<file path="config.mk">
export PLATFORM = sky130hd
export DESIGN_NAME = controle_enchimento_flat
export DESIGN_NICKNAME = d
export VERILOG_FILES = /design/src/rtl/controle_enchimento_if.sv /design/src/rtl/controle_enchimento.sv /design/src/flat_wrapper.sv
export SDC_FILE = /design/constraint.sdc
export NUM_CORES = 1
export LEC_CHECK = 0
export CAP_MARGIN = 20
export CORE_AREA = 2 2 47 49
export DETAILED_ROUTE_END_ITERATION = 12
export DIE_AREA = 0 0 49 51
export DONT_BUFFER_PORTS = 1
export GPL_TIMING_DRIVEN = 1
export PLACE_DENSITY = 0.64
export SYNTH_ARGS = -nofsm -noshare
export SYNTH_HDL_FRONTEND = slang
export SYNTH_SLANG_ARGS = --single-unit
</file>
<file path="constraint.sdc">
create_clock -name clock -period 1.85 [get_ports clock]
set_clock_uncertainty 0.2 [all_clocks]
set_input_delay 0 -clock clock [delete_from_list [all_inputs] [get_ports clock]]
set_output_delay 0 -clock clock [all_outputs]
set_load 0.01 [all_outputs]
</file>
<file path="src/rtl/controle_enchimento_if.sv">
// Sensor, command and status bundle of the automatic tank-fill controller.
// master = sensor/operator side that drives inputs, slave = the controller.
interface controle_enchimento_if;
  logic       habilita;
  logic       manual;
  logic       sensor_baixo;
  logic       sensor_alto;
  logic       reconhece;
  logic       abre_auto;
  logic       fecha_auto;
  logic       falha;
  logic [1:0] estado;

  modport master (
    output habilita, manual, sensor_baixo, sensor_alto, reconhece,
    input  abre_auto, fecha_auto, falha, estado
  );

  modport slave (
    input  habilita, manual, sensor_baixo, sensor_alto, reconhece,
    output abre_auto, fecha_auto, falha, estado
  );
endinterface

</file>
<file path="src/rtl/controle_enchimento.sv">
// Automatic fill controller: synchronizes and debounces the level sensors, then
// runs a Moore FSM opening the inlet valve below the low mark and closing it on full/timeout/fault.
module controle_enchimento #(
  parameter int DEBOUNCE_CICLOS = 4,
  parameter int TIMEOUT_CICLOS  = 20,
  parameter int ESPERA_CICLOS   = 8
) (
  input logic                  clock,
  input logic                  reset_n,
  controle_enchimento_if.slave bus
);

  localparam int CW   = (DEBOUNCE_CICLOS > 1) ? $clog2(DEBOUNCE_CICLOS) : 1;
  localparam int TMAX = (TIMEOUT_CICLOS > ESPERA_CICLOS) ? TIMEOUT_CICLOS : ESPERA_CICLOS;
  localparam int TW   = $clog2(TMAX + 1);

  // Bit 0 = low sensor, bit 1 = high sensor; reset reads as a full tank.
  localparam logic [1:0] SENS_RST = 2'b10;

  typedef enum logic [1:0] {
    OCIOSO   = 2'd0,
    ENCHENDO = 2'd1,
    ESPERA   = 2'd2,
    FALHA    = 2'd3
  } estado_t;

  logic [1:0]    raw;
  logic [1:0]    s1_q, s2_q, f_q, f_d;
  logic [CW-1:0] cnt_q [2];
  logic [CW-1:0] cnt_d [2];

  estado_t       estado_q, estado_d;
  logic [TW-1:0] timer_q, timer_d;
  logic          abre_q, abre_d;
  logic          fecha_q, fecha_d;
  logic          falha_q, falha_d;

  logic baixo_f, alto_f, contra;

  assign raw     = {bus.sensor_alto, bus.sensor_baixo};
  assign baixo_f = f_q[0];
  assign alto_f  = f_q[1];
  assign contra  = baixo_f & alto_f;

  always_comb begin
    for (int i = 0; i < 2; i++) begin
      f_d[i]   = f_q[i];
      cnt_d[i] = '0;
      if (s2_q[i] != f_q[i]) begin
        if (cnt_q[i] == CW'(DEBOUNCE_CICLOS - 1)) begin
          f_d[i] = s2_q[i];
        end else begin
          cnt_d[i] = cnt_q[i] + CW'(1);
        end
      end
    end
  end

  always_ff @(posedge clock or negedge reset_n) begin
    if (!reset_n) begin
      s1_q     <= SENS_RST;
      s2_q     <= SENS_RST;
      f_q      <= SENS_RST;
      cnt_q[0] <= '0;
      cnt_q[1] <= '0;
    end else begin
      s1_q     <= raw;
      s2_q     <= s1_q;
      f_q      <= f_d;
      cnt_q[0] <= cnt_d[0];
      cnt_q[1] <= cnt_d[1];
    end
  end

  always_comb begin
    estado_d = estado_q;
    unique case (estado_q)
      OCIOSO: begin
        if (contra)                                                 estado_d = FALHA;
        else if (bus.habilita && !bus.manual && baixo_f && !alto_f) estado_d = ENCHENDO;
      end
      ENCHENDO: begin
        if (contra)                                   estado_d = FALHA;
        else if (bus.manual || !bus.habilita)         estado_d = ESPERA;
        else if (alto_f)                              estado_d = ESPERA;
        else if (timer_q == TW'(TIMEOUT_CICLOS - 1))  estado_d = FALHA;
      end
      ESPERA: begin
        if (timer_q == TW'(ESPERA_CICLOS - 1)) estado_d = OCIOSO;
      end
      FALHA: begin
        if (bus.reconhece && !contra) estado_d = ESPERA;
      end
      default: estado_d = OCIOSO;
    endcase

    // Timer restarts on every transition and saturates instead of wrapping.
    if (estado_d != estado_q)  timer_d = '0;
    else if (timer_q != '1)    timer_d = timer_q + TW'(1);
    else                       timer_d = timer_q;

    abre_d  = (estado_d == ENCHENDO);
    fecha_d = (estado_d == ESPERA) || (estado_d == FALHA);
    falha_d = (estado_d == FALHA);
  end

  always_ff @(posedge clock or negedge reset_n) begin
    if (!reset_n) begin
      estado_q <= OCIOSO;
      timer_q  <= '0;
      abre_q   <= 1'b0;
      fecha_q  <= 1'b0;
      falha_q  <= 1'b0;
    end else begin
      estado_q <= estado_d;
      timer_q  <= timer_d;
      abre_q   <= abre_d;
      fecha_q  <= fecha_d;
      falha_q  <= falha_d;
    end
  end

  assign bus.abre_auto  = abre_q;
  assign bus.fecha_auto = fecha_q;
  assign bus.falha      = falha_q;
  assign bus.estado     = estado_q;

endmodule

</file>
<file path="src/flat_wrapper.sv">
// flat-port wrapper written by rule: the top's interface ports become plain ports
module controle_enchimento_flat 
#(
  parameter int DEBOUNCE_CICLOS = 4,
  parameter int TIMEOUT_CICLOS  = 20,
  parameter int ESPERA_CICLOS   = 8
)
  (clock, reset_n, bus_habilita, bus_manual, bus_sensor_baixo, bus_sensor_alto, bus_reconhece, bus_abre_auto, bus_fecha_auto, bus_falha, bus_estado);
  controle_enchimento_if bus_i ();
  input logic clock;
  input logic reset_n;
  input wire logic [$bits(bus_i.habilita)-1:0] bus_habilita;
  input wire logic [$bits(bus_i.manual)-1:0] bus_manual;
  input wire logic [$bits(bus_i.sensor_baixo)-1:0] bus_sensor_baixo;
  input wire logic [$bits(bus_i.sensor_alto)-1:0] bus_sensor_alto;
  input wire logic [$bits(bus_i.reconhece)-1:0] bus_reconhece;
  output wire logic [$bits(bus_i.abre_auto)-1:0] bus_abre_auto;
  output wire logic [$bits(bus_i.fecha_auto)-1:0] bus_fecha_auto;
  output wire logic [$bits(bus_i.falha)-1:0] bus_falha;
  output wire logic [$bits(bus_i.estado)-1:0] bus_estado;
  assign bus_i.habilita = bus_habilita;
  assign bus_i.manual = bus_manual;
  assign bus_i.sensor_baixo = bus_sensor_baixo;
  assign bus_i.sensor_alto = bus_sensor_alto;
  assign bus_i.reconhece = bus_reconhece;
  assign bus_abre_auto = bus_i.abre_auto;
  assign bus_fecha_auto = bus_i.fecha_auto;
  assign bus_falha = bus_i.falha;
  assign bus_estado = bus_i.estado;
  controle_enchimento #(.DEBOUNCE_CICLOS(DEBOUNCE_CICLOS), .TIMEOUT_CICLOS(TIMEOUT_CICLOS), .ESPERA_CICLOS(ESPERA_CICLOS)) u_core (.clock(clock), .reset_n(reset_n), .bus(bus_i));
endmodule
</file>
==> impl_metrics.csv <==
group,metric,value,unit
power,peakVddDrop,913,µV
floorplan,start_util,0.448,
worst_setup_path,path_delay_family,"simple AND/OR/NAND/NOR gates",
worst_setup_path,cp_data_required_time,1850,ps
power,swShare,0.337,
logic_synthesis,synth_common_cells,"17 x dfrtp_1, 5 x inv_1, 5 x nor2b_1, 5 x nor4_1",
sta,timing.hold.ws,44.3,ps
floorplan,core_area,2060,µm²
final_layout,design_area,1140,µm²
drt,wl_per_cell,12.9,µm
grt,grt_pass1_vias,613,
final_layout,layout-drive-gt1-share,0.247,
sta,post-route-min-period,1740,ps
logic_synthesis,yosysTopAreaCell,"dfrtp_1",
power,powerDensity,1470,nW/µm²
logic_synthesis,yosysSeqAreaShare,0.546,
floorplan,pin_count,12,
logic_synthesis,synth_top_area_frac,0.461,
place,post-place-ws,17.2,ps
clock_network,clk_latency,290,ps
grt,antenna_found_initial,0,
final_layout,fill_cells,173,
drt,num_vias,592,
logic_synthesis,netlist_top_cells_area,"dfrtp_1 46%, dfstp_2 8.5%, ha_1 5.4%, nor2b_1 3.4%, nor4_1 3.4%",
logic_synthesis,synth.cell_area,923,µm²
sta,slew_violations,0,
clock_network,cts_made_buffers,3,
power,seqPwrFrac,0.448,
outcome,status,"completed",
logic_synthesis,synth_cell_types,27,
clock_network,cts_tree,"yes",
sta,final.period_utilization,0.943,
place,place_area,988,µm²
worst_setup_path,critPathMaxStageDelay,400,ps
clock_network,cts.clk_slew.worst_paths,110,ps
sta,setup_tns,0,ps
worst_setup_path,crit_chain,"ha_2, and3_4, ha_4, nand4b_1, xor2_1, nor4_1",
sta,hold_violations,0,
worst_setup_path,cp-end-kind,"register",
worst_setup_path,cp.arrival,1750,ps
drt,drc_errors,0,
clock_network,cts-root-buf,"clkbuf_4",
drt,via_per_inst,5.06,
worst_setup_path,slowest_stage,"dfrtp_1",
logic_synthesis,ys_seq_elements,20,
final_layout,insertedDiodeCount,0,
power,p_int,1.11,mW
clock_network,htreeDepth,1,
sta,fmax,0.573,GHz
job,cap_violations,0,
floorplan,die_height,51,µm
power,pwr-share-comb,0.345,
sta,slew_headroom,0.424,
place,dpl.cell_count,105,
logic_synthesis,syn_area_per_cell,12.6,µm²
final_layout,fin_cells,117,
logic_synthesis,synth_cells,73,
logic_synthesis,yosysWarnings,0,
sta,worstMarginPinSlew,861,ps
clock_network,cts.sinks,20,
drt,routed_wl,1510,µm
drt,dr.pass1.iters,4,
grt,gr-total-overflow,0,
drt,ant_nets,0,
power,p_switching,0.566,mW
place,io_buffers,0,
place,dpl.hpwl,1070,µm
grt,track_usage,0.143,
worst_setup_path,crit_fanout,4,
grt,grt_max_degree,21,
worst_setup_path,startpoint_type,"register",
final_layout,syn2layout_area_growth,23.7,%
logic_synthesis,synth-edff-count,0,
floorplan,dieArea,2500,µm²
clock_network,clockBufferDepth,2,
final_layout,finalNetCount,101,
worst_setup_path,crit_buf_inv,0,
logic_synthesis,syn_nets,84,
grt,grt_first_pass_wirelength,2670,µm
logic_synthesis,ys.flop_type,"dfrtp_1",
logic_synthesis,synthArstFlopShare,1.00,
power,clkPwrFrac,0.207,
drt,drtIter0Drc,11,
power,leakage,0.479,nW
floorplan,row_count,17,
sta,grt_setup_unrepaired,"false",
sta,setup_ws,105,ps
sta,setup_viol,0,
place,gp_congestion,0.749,
worst_setup_path,critPathKind,"reg -> reg",
worst_hold_path,min_path_type,"in -> reg",
logic_synthesis,synth_most_common_cell,"dfrtp_1",
floorplan,die_w,49,µm
[power by group through the flow]
stage,clock network (mW),logic (mW),registers (mW)
CTS,0.359,0.534,0.747
finish,0.347,0.578,0.752
global route,0.380,0.671,0.778
detailed placement,0,0.508,0.749
floorplan,0,0.382,0.731
global placement,0,0.487,0.744
[cell usage in the layout, fill, tap and decap left out, drive strengths merged]
cell         Yosys  layout
dfrtp           17      17
dlygate4sd3      0       6
buf              0       6
nor4             6       6
inv              5       5
nor2b            5       5
o21ai            5       5
ha               4       4
nand2            3       3
xnor2            3       3
clkbuf           0       3
dfstp            3       3
a21oi            2       2
nor3             2       2
and2             2       2
xor2             2       2
mux2i            2       2
nand4bb          2       2
and3             2       2
and2b            1       1
nand2b           1       1
a22oi            1       1
nor4b            1       1
a41oi            1       1
o21bai           1       1
a2111oi          1       1
nand4b           1       1
bufinv           0       1
[cell families after synthesis]
family	share of synthesized area
multiplexers	0.0217
adder cells (fa/ha/maj)	0.0542
AND/OR/NAND/NOR	0.213
AO/OA/AOI/OAI	0.0976
flip-flops	0.546
XOR/XNOR	0.0474
buffers and inverters	0.0203
[final timing paths]
| check | from | end | slack, ps | cells after the start |
|---|---|---|---|---|
| setup / recovery | u_core.timer_q[0]$_DFFE_PN0P_ | u_core.timer_q[3]$_DFFE_PN0P_ | 110 | 6 |
| hold / removal | bus_sensor_alto | u_core.s1_q[1]$_DFF_PN1_ | 40 | 1 |
| setup reg to reg | u_core.timer_q[0]$_DFFE_PN0P_ | u_core.timer_q[3]$_DFFE_PN0P_ | 110 | 6 |
| hold reg to reg | u_core.s1_q[1]$_DFF_PN1_ | u_core.s2_q[1]$_DFF_PN1_ | 160 | 0 |
| max in group asynchronous | reset_n | u_core.timer_q[3]$_DFFE_PN0P_ | 870 | 1 |
| min in group asynchronous | reset_n | u_core.cnt_q[0]$_DFF_PN0_ | 50 | 1 |
[registers in the layout, indices dropped and copies added (netlist names)]
register               cells
u_core.bus.abre_auto       1
u_core.f_q                 2
u_core.s2_q                2
u_core.s1_q                2
u_core.bus.falha           1
u_core.cnt_q               4
u_core.bus.estado          2
u_core.bus.fecha_auto      1
u_core.timer_q             5
[routing by layer]
layer,part of all wire,track usage,vias up
met4,0.0066,0.0714,0
met3,0.036,0.0263,2
met5,0,0,-
met2,0.43,0.231,12
li1,-,-,295
met1,0.53,0.187,283
[through the flow]
stage	power, mW	util
floorplan	1.11	-
global placement	1.23	0.479
detailed placement	1.26	0.479
CTS	1.64	0.535
global route	1.83	0.554
finish	1.68	0.554
[timing repair]
item	CTS	global route
setup buffers	0	2
gates cloned	0	0
endpoints found under the setup margin	2	4
hold buffers	6	0
resized for setup	1	4
endpoints found under the hold margin	25	0
[area by class of cell]
class | count | area, µm² | share of cell area
clock buffer | 3 | 22.5 | 0.0197
clock inverter | 1 | 30.0 | 0.0263
inverter | 5 | 18.8 | 0.0164
multi-input combinational | 48 | 427 | 0.373
sequential | 20 | 504 | 0.441
tap | 28 | 35.0 | 0.0307
timing repair buffer | 12 | 105 | 0.0920
Power figures use the tool's default switching activity.
